**src/rtl/mlaccel_pkg.sv**
```systemverilog
// Shared widths, requester ids and the read-tag record for the memory arbiter.
package mlaccel_pkg;
  localparam int ADDR_W = 17;
  localparam int DATA_W = 32;
  localparam int WEN_W  = 4;

  typedef enum logic {HOST = 1'b0, COMP = 1'b1} req_id_e;

  typedef struct packed {
    logic    vld;
    req_id_e owner;
  } rd_tag_t;

  typedef struct packed {
    logic [ADDR_W-1:0] addr;
    logic [WEN_W-1:0]  wen;
    logic [DATA_W-1:0] wdata;
  } mem_req_t;
endpackage

```
**src/rtl/mlaccel_rdpipe.sv**
```systemverilog
// Fixed-depth delay line of {valid, owner} read tags with synchronous clear.
module mlaccel_rdpipe
  import mlaccel_pkg::*;
#(
  parameter int DEPTH = 1
) (
  input  logic    clock_i,
  input  logic    clr_i,
  input  rd_tag_t tag_i,
  output rd_tag_t tag_o
);
  rd_tag_t [DEPTH-1:0] tag_q;

  always_ff @(posedge clock_i) begin
    if (clr_i) begin
      tag_q <= '0;
    end else begin
      tag_q[0] <= tag_i;
      for (int i = 1; i < DEPTH; i++) tag_q[i] <= tag_q[i-1];
    end
  end

  assign tag_o = tag_q[DEPTH-1];
endmodule

```
**src/rtl/mlaccel_memarb.sv**
```systemverilog
// Two-requester (host, compute) single-port memory arbiter with alternating
// tie-break and pipelined read-return routing.
module mlaccel_memarb
  import mlaccel_pkg::*;
#(
  parameter int RD_LATENCY = 1
) (
  input  logic              clock_i,
  input  logic              reset_i,
  input  logic              host_valid_i,
  output logic              host_ready_o,
  input  logic [ADDR_W-1:0] host_addr_i,
  input  logic [WEN_W-1:0]  host_wen_i,
  input  logic [DATA_W-1:0] host_wdata_i,
  output logic              host_rvalid_o,
  output logic [DATA_W-1:0] host_rdata_o,
  input  logic              comp_valid_i,
  output logic              comp_ready_o,
  input  logic [ADDR_W-1:0] comp_addr_i,
  input  logic [WEN_W-1:0]  comp_wen_i,
  input  logic [DATA_W-1:0] comp_wdata_i,
  output logic              comp_rvalid_o,
  output logic [DATA_W-1:0] comp_rdata_o,
  output logic [ADDR_W-1:0] mem_addr_o,
  output logic [WEN_W-1:0]  mem_wen_o,
  output logic [DATA_W-1:0] mem_wdata_o,
  input  logic [DATA_W-1:0] mem_rdata_i
);
  req_id_e  last_grant_q, last_grant_d;
  req_id_e  grant;
  logic     host_wins_tie, issue;
  mem_req_t mem_req;
  rd_tag_t  issue_tag, ret_tag;

  // On a tie the requester that did not win the last issue goes first.
  assign host_wins_tie = (last_grant_q == COMP);
  assign host_ready_o  = !reset_i && host_valid_i && (!comp_valid_i || host_wins_tie);
  assign comp_ready_o  = !reset_i && comp_valid_i && (!host_valid_i || !host_wins_tie);
  assign issue         = host_ready_o || comp_ready_o;
  assign grant         = comp_ready_o ? COMP : HOST;

  always_comb begin
    mem_req = '0;
    if (host_ready_o)      mem_req = '{addr: host_addr_i, wen: host_wen_i, wdata: host_wdata_i};
    else if (comp_ready_o) mem_req = '{addr: comp_addr_i, wen: comp_wen_i, wdata: comp_wdata_i};
  end

  assign mem_addr_o  = mem_req.addr;
  assign mem_wen_o   = mem_req.wen;
  assign mem_wdata_o = mem_req.wdata;

  always_comb begin
    last_grant_d = last_grant_q;
    if (issue) last_grant_d = grant;
  end

  always_ff @(posedge clock_i) begin
    if (reset_i) last_grant_q <= COMP;
    else         last_grant_q <= last_grant_d;
  end

  assign issue_tag.vld   = issue && (mem_req.wen == '0);
  assign issue_tag.owner = grant;

  mlaccel_rdpipe #(.DEPTH(RD_LATENCY)) u_rdpipe (
    .clock_i (clock_i),
    .clr_i   (reset_i),
    .tag_i   (issue_tag),
    .tag_o   (ret_tag)
  );

  // Returns landing during reset are suppressed; the pipe clears on the same edge.
  assign host_rvalid_o = !reset_i && ret_tag.vld && (ret_tag.owner == HOST);
  assign comp_rvalid_o = !reset_i && ret_tag.vld && (ret_tag.owner == COMP);
  assign host_rdata_o  = host_rvalid_o ? mem_rdata_i : '0;
  assign comp_rdata_o  = comp_rvalid_o ? mem_rdata_i : '0;
endmodule

```
**config.mk**
```make
export PLATFORM = sky130hd
export DESIGN_NAME = mlaccel_memarb
export DESIGN_NICKNAME = d
export VERILOG_FILES = /design/src/rtl/mlaccel_pkg.sv /design/src/rtl/mlaccel_rdpipe.sv /design/src/rtl/mlaccel_memarb.sv
export SDC_FILE = /design/constraint.sdc
export NUM_CORES = 1
export LEC_CHECK = 0
export BUFFER_PORTS_ARGS = -buffer_cell sky130_fd_sc_hd__buf_2
export CAP_MARGIN = 0
export CORE_AREA = 2 2 101 103
export DETAILED_ROUTE_END_ITERATION = 10
export DIE_AREA = 0 0 103 105
export GPL_ROUTABILITY_DRIVEN = 0
export GPL_TIMING_DRIVEN = 0
export HOLD_SLACK_MARGIN = 0.12
export PLACE_DENSITY_LB_ADDON = 0.3
export SYNTH_ARGS = -nofsm -noshare
export SYNTH_HDL_FRONTEND = slang
export SYNTH_HIERARCHICAL = 1
export SYNTH_SLANG_ARGS = --single-unit
```
**constraint.sdc**
```tcl
create_clock -name clock_i -period 2.25 [get_ports clock_i]
set_input_delay 0.3375 -clock clock_i [delete_from_list [all_inputs] [get_ports clock_i]]
set_output_delay 0.3375 -clock clock_i [all_outputs]
set_load 0.05 [all_outputs]
```
==> summary.md <==
| Metric | Value |
|---|---|
| Met2 WL | just over 4 mm |
| Num CTS Buffers | 3 |
| Post-route ant nets | 0 |
| Worst-Margin Slew | roughly 0.4 ns |
| Number of detailed-route iterations in the first pass | 4 |
| Number of diodes | 0 |
| R2R Path Start | host_wins_tie$_SDFFE_PP1P_ |
| Crit path buf inv count | 2 |
| Distinct cells, synth | 23 |
| Hold path start | reset_i |
| IO buf count | around 260 |
| DR WL/cell | approximately 13 um |
| CP max-delay cell | dfxtp_1 |
| PnR worst setup slack | ~0.19 ns |
| Yosys reg bits | 3 |
| Die extent in x | around 100 um |
| Top post-synthesis cells by area | a22o_1, and2_1, dfxtp_1 |
| CP Class | flip-flop to output port |
| Share of layout cells above drive strength 1 | about 68% |
| Most Frequent Cell on Critical Path | buf_2 |
| Final Hold Viols | 0 |
| Ports | roughly 260 |
| Hold Buf Count CTS | 0 |
| Pwr/cell area | approximately 300 mW/mm2 |
| # setup viols final | 0 |
| Slowest stage delay, CP | between 0.3 and 0.4 ns |
| TNS Setup | 0 ns |
| Worst-Skew Late Latency | 0.21 ns |
| Seq/Total Area, Yosys | around 4.9% |
| VDD IR max | between 150 and 200 uV |
| Nets | approximately 570 |
| Crit path DAT | between 1.5 and 2 ns |
| Max Fclk | slightly below 0.5 GHz |
| CTS H-Tree Depth | 1 |
| Via count | 2264 |
| Post-route DRC violation count | 0 |
| Crit start category | flip-flop |
| Initial antenna violation count | 0 |
| Vias in the first global route | a little over 2000 |
| Post-synth top area share | about 36% |
| Detailed placer's ending HPWL | ~6.9 mm |
| Post-synthesis instance area | around 0.0012 mm2 |
| Initial DRC count | 41 |
| Final min period | approximately 2.1 ns |
| Cells after synthesis | around 160 |
| Hold slack final | between 0.3 and 0.4 ns |
| CP top delay family | buffers and inverters |
| Crit path required time | 1.91 ns |
| Worst slew margin | about 73% |
| Cell taking the most area after synthesis | a22o_1 |
| Most frequent cells after synthesis | and2_1, a22o_1, buf_2 |
| CP cell instances | or2b_4, nand2_1, nor2_4, buf_2, a22o_1, buf_2 |
| Top-count cell post-synth | and2_1 |
| Met3 wire len | roughly 700 um |
| Status | finished, final reports clean |
| Clk root buf | clkbuf_8 |
| Max-cap violation count | 0 |
| Initial Util | between 10% and 20% |
| Die H | between 100 and 150 um |
| Num Clock Sinks | 3 |
| Row count | 36 |
| First-pass GRT wire length | a little over 10 mm |
| Final instance area | roughly 0.0027 mm2 |
| Hold crit path type | input port to flip-flop |
| Post-synth EDFFs | 0 |
| Die area | between 0.01 and 0.015 mm2 |
| Core area | 0.00964 mm2 |
| DR vias/cell | about 4.1 |
| Warnings, synthesis | 6 |
| Ys flop type | dfxtp_1 |
| Highest Signal Layer | met4 |
| Pin count of the biggest net entering global routing | 12 |
| Syn nets | 299 |
| Static leakage | between 0.0015 and 0.002 uW |
| Post-synthesis async set-or-reset flop share | 0% |
| CP startpoint | host_wins_tie$_SDFFE_PP1P_ |
| Placed cell areas | between 0.002 and 0.003 mm2 |
| RSZ-0062 raised after global routing | no |
| Post-Place Worst Slack | about 0.039 ns |
| Worst Skew | roughly 0.00048 ns |
| Period utilisation layout | between 90% and 100% |
| Clock transition at path regs | around 0.030 ns |
| Setup crit end kind | output port |
| Syn Area/Cell | slightly below 8 um2 |
| Filler instances | between 1000 and 1500 |
| CP Max Fanout | 10 |
| Post-CTS Setup Inserts | 0 |
| Max Slew Vio Count | 0 |
| Grt ovf | 0 |
| CTS tree | done |
| Area growth from synthesis to layout | 126% |
| M1 WL | 2.65 mm |
| Wirelength, routed | 7.45 mm |
| Bufs on Longest Clock Path | 2 |
| GRT Total Usage | 12.0% |
[kinds of logic (layout without fill, tap and decap cells)]
| kind of cell | after synthesis | count (layout) | synth area share, % |
|---|---|---|---|
| AND/OR/NAND/NOR | 80 | 80 | 42.2 |
| AO/OA/AOI/OAI | 56 | 56 | 40.2 |
| buffers and inverters | 18 | 284 | 12.7 |
| flip-flops | 3 | 3 | 4.94 |
[final timing paths]
check	depth (start not counted)	to	slack [ns]
max	6	mem_wdata_o[6]	0.19
min	2	u_rdpipe/tag_o[1]$_SDFF_PP0_	0.31
max reg2reg	5	u_rdpipe/tag_o[1]$_SDFF_PP0_	0.87
min reg2reg	3	host_wins_tie$_SDFFE_PP1P_	0.54
[repair_timing]
item	CTS	global route
resized for setup	1	1
cloned	0	0
endpoints found under the setup margin	3	11
[layout make-up]
class	instances	area [um2]	share of cell area [%]
multi-input combinational	136	1010	36.7
tap	133	166	6.06
sequential	3	60.1	2.19
clock buffer	4	45.0	1.64
buffer	18	156	5.69
timing repair buffer	262	1310	47.7
[registers in the layout (all words and copies together) (netlist names)]
name,cells
u_rdpipe/tag_o,2
host_wins_tie,1
[routing by layer]
metal	vias to the layer above	track usage, %
met3	2	1.27
met4	0	1.41
met2	154	25.1
met1	1002	12.7
li1	1106	-
met5	-	0
[cells in the final DEF, fill, tap and decap left out, types with 2 or more instances in the layout]
| master | count |
|---|---|
| buf_8 | 4 |
| nor2_1 | 4 |
| buf_2 | 268 |
| clkbuf_8 | 3 |
| nor2b_1 | 2 |
| buf_4 | 2 |
| a22o_1 | 50 |
| nand2_1 | 3 |
| dfxtp_1 | 3 |
| a32oi_1 | 3 |
| and2_1 | 64 |
| clkbuf_2 | 4 |
[metrics by stage]
step / cells / utilization, % / total power, uW
5_1_grt: 556 / 28.5 / 876
6_report: 556 / 28.5 / 829
3_5_place_dp: 552 / 27.9 / 676
3_3_place_gp: 552 / 27.9 / 671
4_1_cts: 556 / 28.4 / 839
2_1_floorplan: 157 / - / 449
[report_power, final]
part	switching [uW]	internal, uW	total, uW
clock network	37.8	121	159
logic	399	212	612
registers	1.92	56.1	58.0
No activity file was read; power rests on OpenSTA's default activity.
